[src/rtl/ikbd_pkg.sv]
// Shared types and constants for the IKBD keyboard-transmit path.
package ikbd_pkg;

    // matrix[col][row], active low (0 = pressed)
    typedef logic [14:0][7:0] key_matrix_t;

    localparam logic [7:0] BREAK_BIT      = 8'h80;
    localparam logic [7:0] IKBD_RESET_ACK = 8'hF1;

    // Make code per matrix position, indexed [col][row]; 0x00 marks an unmapped position
    localparam logic [7:0] SC_TABLE [15][8] = '{
        '{8'h01, 8'h02, 8'h03, 8'h04, 8'h05, 8'h06, 8'h07, 8'h08},
        '{8'h09, 8'h0A, 8'h0B, 8'h0C, 8'h0D, 8'h0E, 8'h0F, 8'h10},
        '{8'h11, 8'h12, 8'h13, 8'h14, 8'h15, 8'h16, 8'h17, 8'h18},
        '{8'h19, 8'h1A, 8'h1B, 8'h1C, 8'h1D, 8'h1F, 8'h20, 8'h21},
        '{8'h22, 8'h23, 8'h24, 8'h25, 8'h26, 8'h1E, 8'h27, 8'h28},
        '{8'h29, 8'h2A, 8'h2B, 8'h2C, 8'h2D, 8'h2E, 8'h2F, 8'h30},
        '{8'h31, 8'h32, 8'h33, 8'h34, 8'h35, 8'h36, 8'h37, 8'h38},
        '{8'h3A, 8'h3B, 8'h3C, 8'h3D, 8'h3E, 8'h3F, 8'h40, 8'h41},
        '{8'h42, 8'h43, 8'h44, 8'h45, 8'h46, 8'h47, 8'h48, 8'h49},
        '{8'h4A, 8'h4B, 8'h4C, 8'h4D, 8'h4E, 8'h4F, 8'h50, 8'h39},
        '{8'h51, 8'h52, 8'h53, 8'h54, 8'h55, 8'h56, 8'h57, 8'h58},
        '{8'h59, 8'h5A, 8'h5B, 8'h5C, 8'h5D, 8'h5E, 8'h5F, 8'h60},
        '{8'h61, 8'h62, 8'h63, 8'h64, 8'h65, 8'h66, 8'h67, 8'h68},
        '{8'h69, 8'h6A, 8'h6B, 8'h6C, 8'h6D, 8'h6E, 8'h6F, 8'h70},
        '{8'h71, 8'h72, 8'h00, 8'h00, 8'h00, 8'h00, 8'h00, 8'h00}
    };

    typedef enum logic [1:0] {UartIdle, UartStart, UartData, UartStop} uart_state_e;

endpackage

[src/rtl/ikbd_uart_tx.sv]
// 8N1 serialiser draining the scancode FIFO; frames run back-to-back while data is queued.
module ikbd_uart_tx
    import ikbd_pkg::*;
#(
    parameter int unsigned CLK_DIV = 256
) (
    input  logic       clk_i,
    input  logic       rst_i,
    input  logic       fifo_empty_i,
    input  logic [7:0] fifo_data_i,
    output logic       fifo_pop_o,
    output logic       tx_o,
    output logic       tx_busy_o
);

    localparam int unsigned DW = (CLK_DIV > 1) ? $clog2(CLK_DIV) : 1;

    uart_state_e   state_q;
    logic [DW-1:0] div_q;
    logic [2:0]    bit_q;
    logic [7:0]    shift_q;
    logic          div_last;

    assign div_last = (div_q == DW'(CLK_DIV - 1));

    // Pop exactly when a new frame is launched (from idle, or straight out of a stop bit)
    assign fifo_pop_o = !fifo_empty_i &&
                        ((state_q == UartIdle) || ((state_q == UartStop) && div_last));

    // Frame sequencer with registered line and busy outputs
    always_ff @(posedge clk_i or posedge rst_i) begin
        if (rst_i) begin
            state_q   <= UartIdle;
            div_q     <= '0;
            bit_q     <= '0;
            shift_q   <= '0;
            tx_o      <= 1'b1;
            tx_busy_o <= 1'b0;
        end else begin
            case (state_q)
                UartIdle: begin
                    if (!fifo_empty_i) begin
                        shift_q   <= fifo_data_i;
                        tx_o      <= 1'b0;
                        tx_busy_o <= 1'b1;
                        div_q     <= '0;
                        state_q   <= UartStart;
                    end
                end
                UartStart: begin
                    if (div_last) begin
                        div_q   <= '0;
                        bit_q   <= '0;
                        tx_o    <= shift_q[0];
                        state_q <= UartData;
                    end else begin
                        div_q <= div_q + DW'(1);
                    end
                end
                UartData: begin
                    if (div_last) begin
                        div_q <= '0;
                        if (bit_q == 3'd7) begin
                            tx_o    <= 1'b1;
                            state_q <= UartStop;
                        end else begin
                            bit_q   <= bit_q + 3'd1;
                            shift_q <= shift_q >> 1;
                            tx_o    <= shift_q[1];
                        end
                    end else begin
                        div_q <= div_q + DW'(1);
                    end
                end
                UartStop: begin
                    if (div_last) begin
                        div_q <= '0;
                        if (!fifo_empty_i) begin
                            shift_q <= fifo_data_i;
                            tx_o    <= 1'b0;
                            state_q <= UartStart;
                        end else begin
                            tx_busy_o <= 1'b0;
                            state_q   <= UartIdle;
                        end
                    end else begin
                        div_q <= div_q + DW'(1);
                    end
                end
                default: begin
                    tx_o      <= 1'b1;
                    tx_busy_o <= 1'b0;
                    state_q   <= UartIdle;
                end
            endcase
        end
    end

endmodule

[src/rtl/ikbd_matrix_tx.sv]
// Key matrix scanner + scancode FIFO + 8N1 transmitter toward the ST ACIA.
// Optional: define IKBD_TX_POWERUP_F1_EN to queue 0xF1 on the first clock after reset.
module ikbd_matrix_tx
    import ikbd_pkg::*;
#(
    parameter int unsigned CLK_DIV    = 256,
    parameter int unsigned FIFO_DEPTH = 8
) (
    input  logic                          clk_i,
    input  logic                          rst_i,
    input  key_matrix_t                   matrix_i,
    output logic                          tx_o,
    output logic                          tx_busy_o,
    output logic [$clog2(FIFO_DEPTH):0]   fifo_level_o
);

    localparam int unsigned AW        = $clog2(FIFO_DEPTH);
    localparam logic [AW:0] DEPTH_CNT = (AW + 1)'(FIFO_DEPTH);
    localparam logic [AW:0] CNT_ONE   = (AW + 1)'(1);
    localparam logic [6:0]  LAST_IDX  = 7'd119;

    key_matrix_t   shadow_q, shadow_d;
    logic [6:0]    idx_q, idx_d, idx_next;
    logic [3:0]    col;
    logic [2:0]    row;
    logic [7:0]    sc;
    logic          key_now, key_old;

    logic [7:0]    mem_q [FIFO_DEPTH];
    logic [AW-1:0] wr_q, rd_q;
    logic [AW:0]   cnt_q;
    logic          push, pop, full, empty, preload;
    logic [7:0]    push_data;

`ifdef IKBD_TX_POWERUP_F1_EN
    logic preload_q;
    // Armed by reset, consumed by the first clock after release
    always_ff @(posedge clk_i or posedge rst_i) begin
        if (rst_i) preload_q <= 1'b1;
        else       preload_q <= 1'b0;
    end
    assign preload = preload_q;
`else
    assign preload = 1'b0;
`endif

    assign col      = idx_q[6:3];
    assign row      = idx_q[2:0];
    assign key_now  = matrix_i[col][row];
    assign key_old  = shadow_q[col][row];
    assign sc       = SC_TABLE[col][row];
    assign idx_next = (idx_q == LAST_IDX) ? 7'd0 : idx_q + 7'd1;
    assign full     = (cnt_q == DEPTH_CNT);
    assign empty    = (cnt_q == '0);

    // Scanner: one key per cycle; a reportable change with no FIFO room stalls in place
    always_comb begin
        push      = 1'b0;
        push_data = sc;
        idx_d     = idx_next;
        shadow_d  = shadow_q;
        if (preload) begin
            push      = 1'b1;
            push_data = IKBD_RESET_ACK;
            idx_d     = idx_q;
        end else if (key_now != key_old) begin
            if (sc == 8'h00) begin
                shadow_d[col][row] = key_now;
            end else if (!full) begin
                push               = 1'b1;
                push_data          = key_now ? (sc | BREAK_BIT) : sc;
                shadow_d[col][row] = key_now;
            end else begin
                idx_d = idx_q;
            end
        end
    end

    // Scanner state
    always_ff @(posedge clk_i or posedge rst_i) begin
        if (rst_i) begin
            idx_q    <= '0;
            shadow_q <= '1;
        end else begin
            idx_q    <= idx_d;
            shadow_q <= shadow_d;
        end
    end

    // FIFO storage; contents are don't-care until written
    always_ff @(posedge clk_i) begin
        if (push) mem_q[wr_q] <= push_data;
    end

    // FIFO pointers and occupancy
    always_ff @(posedge clk_i or posedge rst_i) begin
        if (rst_i) begin
            wr_q  <= '0;
            rd_q  <= '0;
            cnt_q <= '0;
        end else begin
            if (push) wr_q <= wr_q + AW'(1);
            if (pop)  rd_q <= rd_q + AW'(1);
            case ({push, pop})
                2'b10:   cnt_q <= cnt_q + CNT_ONE;
                2'b01:   cnt_q <= cnt_q - CNT_ONE;
                default: cnt_q <= cnt_q;
            endcase
        end
    end

    assign fifo_level_o = cnt_q;

    ikbd_uart_tx #(
        .CLK_DIV(CLK_DIV)
    ) u_uart (
        .clk_i       (clk_i),
        .rst_i       (rst_i),
        .fifo_empty_i(empty),
        .fifo_data_i (mem_q[rd_q]),
        .fifo_pop_o  (pop),
        .tx_o        (tx_o),
        .tx_busy_o   (tx_busy_o)
    );

endmodule
[config.mk]
export PLATFORM = sky130hd
export DESIGN_NAME = ikbd_matrix_tx
export DESIGN_NICKNAME = d
export VERILOG_FILES = /design/src/rtl/ikbd_pkg.sv /design/src/rtl/ikbd_uart_tx.sv /design/src/rtl/ikbd_matrix_tx.sv
export SDC_FILE = /design/constraint.sdc
export NUM_CORES = 1
export LEC_CHECK = 0
export ABC_CLOCK_PERIOD_IN_PS = 7100
export BUFFER_PORTS_ARGS = -buffer_cell sky130_fd_sc_hd__buf_2
export CAP_MARGIN = 15
export CORE_ASPECT_RATIO = 0.9
export CORE_MARGIN = 1
export CORE_UTILIZATION = 30
export DETAILED_ROUTE_END_ITERATION = 7
export GPL_TIMING_DRIVEN = 0
export HOLD_SLACK_MARGIN = 0.02
export PLACE_DENSITY_LB_ADDON = 0.3
export SETUP_SLACK_MARGIN = 0.05
export SYNTH_ARGS = -nofsm -noshare
export SYNTH_HDL_FRONTEND = slang
export SYNTH_SLANG_ARGS = --single-unit
export TNS_END_PERCENT = 30
[constraint.sdc]
create_clock -name clk_i -period 7.1 [get_ports clk_i]
set_clock_uncertainty 0.15 [all_clocks]
set_input_delay 0.355 -clock clk_i [delete_from_list [all_inputs] [get_ports clk_i]]
set_output_delay 0.355 -clock clk_i [all_outputs]
set_load 0.01 [all_outputs]
==> metrics.md <==
| Metric | Value |
|---|---|
| Final net count | 1,524 |
| Hold Path Class | primary input to async pin |
| Number of distinct library cells after synthesis | 71 |
| Clock Tree Buf Depth | 3 |
| Setup CP Type | register to register |
| Die area | 47,100 µm² |
| Wire length of the first global-routing pass | 66.7 mm |
| Most frequent cells in the layout | nand2_1 (180), buf_2 (159), nor3_1 (135), dfstp_2 (121), mux2_4 (100) |
| CTS Hold Bufs | 1 |
| Antenna Violating Nets Remaining | 0 |
| Crit path capture type | register |
| Mapped Area | 13,900 µm² |
| Final Setup Violations | 0 |
| Critical path fanouts, max | 12 |
| Initial antenna violation count | 0 |
| Simple-Gate Fraction of Synth Area | 0.143 |
| H-tree levels | 1 |
| Worst-path cell chain | inv_1 > clkbuf_1 > clkbuf_1 > nand2_1 > a2111oi_0 > nor4_1 > nand3_1 > xor2_2 > buf_4 > nand2_1 > buf_2 > nor4b_2 > buf_4 |
| Ys Warns | 0 |
| Remaining DRCs | 0 |
| Core ar. | 45,500 µm² |
| Compound-gate portion of the synthesized area | 0.0760 |
| Chip height | 206 µm |
| Avg WL per Cell | 21.6 µm |
| Wire length on met1 | 19.8 mm |
| Leakage power | 6.44 nW |
| Synth Flop Type | dfstp_2 |
| Grt ovf | 0 |
| # rows | 74 |
| WL met2 | 19.1 mm |
| Post-synthesis xor/xnor area fraction | 0.0100 |
| Area Growth Syn to Fin | 17.6% |
| Drt initial violations | 838 |
| ANT cells | 0 |
| Multiplexer share of the synthesized area | 0.259 |
| WL met3 | 3.57 mm |
| Period utilization | 0.859 |
| Vias after detailed routing | 10,800 |
| IO Port Bufs | 127 |
| Main combinational cell family by area after synthesis | multiplexers |
| Slew Viols, Final | 0 |
| Clk root buf | clkbuf_16 |
| Layout cells sized above 1 | 0.393 |
| Synth async-reset ratio | 0.714 |
| Resize count post-CTS | 0 |
| Clk pin slew, worst setup/hold paths | 0.07 ns |
| DP Wirelength | 30.7 mm |
| Mean post-synth cell area | 11.5 µm² |
| All-layer global routing usage | 0.183 |
| CTS Buf Count | 26 |
| Synth top area cells | dfstp_2 (23%), edfxtp_1 (14%), mux2_4 (11%) |
| RSZ-0062 raised after global routing | no |
| Clk_lat worst skew | 0.55 ns |
| Slowest stage cell, crit path | a2111oi_0 |
| Synth Register Bits | 224 |
| FILL cells | 4,477 |
| Max_cap viols | 0 |
| Pre-Repair DR Iteration Count | 7 |
| Setup_tns | 0 ns |
| Clock Sinks | 224 |
| Post-layout util | 0.358 |
| Starting Density | 0.305 |
| Post-synth EDFFs | 64 |
| Pwr per Cell Area | 544 nW/µm² |
| Yosys top cell area share | 0.229 |
| Final WL | 43.4 mm |
| Worst-Margin Slew | 1.02 ns |
| FMAX | 164 MHz |
| Hold Fails Final Rpt | 0 |
| CTS tree | built |
| Rel. slew slack | 0.319 |
| GPL Wtd Cong | 0.935 |
| Seq/Total Area, Yosys | 0.438 |
| Critical path data required time | 7.20 ns |
| DR vias/cell | 5.38 |
| Setup Buffers After CTS | 0 |
| Status | complete, no violations |
| Post-Syn Instances | 1,210 |
| CP peak stage delay | 0.86 ns |
| Vias in the first global route | 10,800 |
| Synthesized-area fraction occupied by adder cells | 0.0235 |
| Startpoint Class | register |
| Die boundary width | 229 µm |
| Post-synth top area cell | dfstp_2 |
| Pin count of the biggest net entering global routing | 109 |
| Max IR drop VDD | 0.000258 V |
| WP data arrival | 6.20 ns |
| Post-Syn Nets | 1,358 |
| Commonest non-fill, non-tap cell in the layout | nand2_1 |
| Ports | 128 |
| DR top layer | met4 |
| Minimum clock period | 6.10 ns |
## path summary, 6_finish.rpt
check                             startpoint           endpoint  slack, ns  cells after the start
setup / recovery                    idx_q[5]        mem_q[5][4]        1.0                     13
hold / removal                         rst_i           idx_q[6]       0.23                      3
setup reg to reg                    idx_q[5]        mem_q[5][4]        1.0                     13
hold reg to reg            u_uart.shift_q[6]  u_uart.shift_q[6]       0.36                      1
max in group asynchronous              rst_i       shadow_q[93]       5.67                      4
min in group clk_i         u_uart.shift_q[6]  u_uart.shift_q[6]       0.36                      1
## power breakdown
group          leakage [nW]  switching (mW)  internal (mW)
logic                  3.69            3.38           1.79
registers              2.32           0.243           2.06
clock network         0.440           0.554          0.831
total                  6.44            4.18           4.68
## sequential cells by signal, summed over array words and instances (netlist names)
register / count
u_uart.shift_q: 8
u_uart.div_q: 8
idx_q: 7
rd_q: 3
mem_q: 64
u_uart.state_q: 2
fifo_level_o: 4
shadow_q: 120
wr_q: 3
u_uart.tx_o: 1
u_uart.tx_busy_o: 1
u_uart.bit_q: 3
## synthesized netlist by cell type, types with 5 or more instances
cell type / instances
a2111oi_0: 5
a21o_1: 5
a21oi_1: 21
a221oi_1: 8
a22o_1: 8
a22oi_1: 14
and3_1: 6
buf_1: 9
buf_2: 30
buf_6: 16
clkbuf_1: 49
dfrtp_1: 39
dfstp_2: 121
edfxtp_1: 64
ha_1: 26
inv_1: 17
mux2_2: 33
mux2_4: 100
mux2i_1: 65
mux4_2: 46
nand2_1: 180
nand2b_1: 9
nand3_1: 19
nand4_1: 8
nor2_1: 23
nor2b_1: 13
nor3_1: 135
nor3b_1: 5
nor4_1: 10
o211ai_1: 6
o21ai_0: 28
o221ai_1: 6
xnor2_1: 6
xor2_1: 8
## cell type report
| type | count | area [µm²] | area share |
|---|---|---|---|
| Multi-Input combinational cell | 858 | 7140 | 0.438 |
| Tap cell | 608 | 761 | 0.0467 |
| Timing Repair Buffer | 138 | 736 | 0.0451 |
| Inverter | 18 | 75.1 | 0.00461 |
| Buffer | 110 | 618 | 0.0379 |
| Sequential cell | 224 | 6080 | 0.373 |
| Clock buffer | 40 | 825 | 0.0506 |
| Clock inverter | 8 | 68.8 | 0.00422 |
## routing by layer
layer | global-route usage | vias up
met5 | 0 | -
met4 | 0.0467 | 0
met3 | 0.0384 | 66
met2 | 0.281 | 423
met1 | 0.261 | 5477
li1 | - | 4806
## stage by stage
step / cells / worst slack [ns] / cell area [µm²] / total power, mW / hold WS [ns]
6_report: 2004 / 1.00 / 16300 / 8.87 / 0.232
5_1_grt: 2004 / 0.849 / 16300 / 9.35 / 0.268
4_1_cts: 2003 / 1.03 / 16300 / 8.83 / 0.226
3_5_place_dp: 1954 / 1.06 / 15400 / 7.42 / 0.261
3_3_place_gp: 1945 / 0.110 / 15300 / 7.28 / 0.340
2_1_floorplan: 1210 / 2.48 / 13900 / 5.71 / 0.324
## critical path, delay by kind of cell (launching register included)
family	cells	cell delay, ns
AO/OA/AOI/OAI	1	0.86
XOR/XNOR	1	0.54
buffers and inverters	6	2.43
flip-flops	1	0.53
AND/OR/NAND/NOR	5	1.28
## cells by family (layout without fill, tap and decap cells)
family	after synthesis	count (layout)
flops	224	224
compound gates	146	146
fa+ha+maj	26	26
mux	247	247
buf+inv	128	314
xor+xnor	15	15
simple gates	424	424
(Power assumes the default switching activity.)
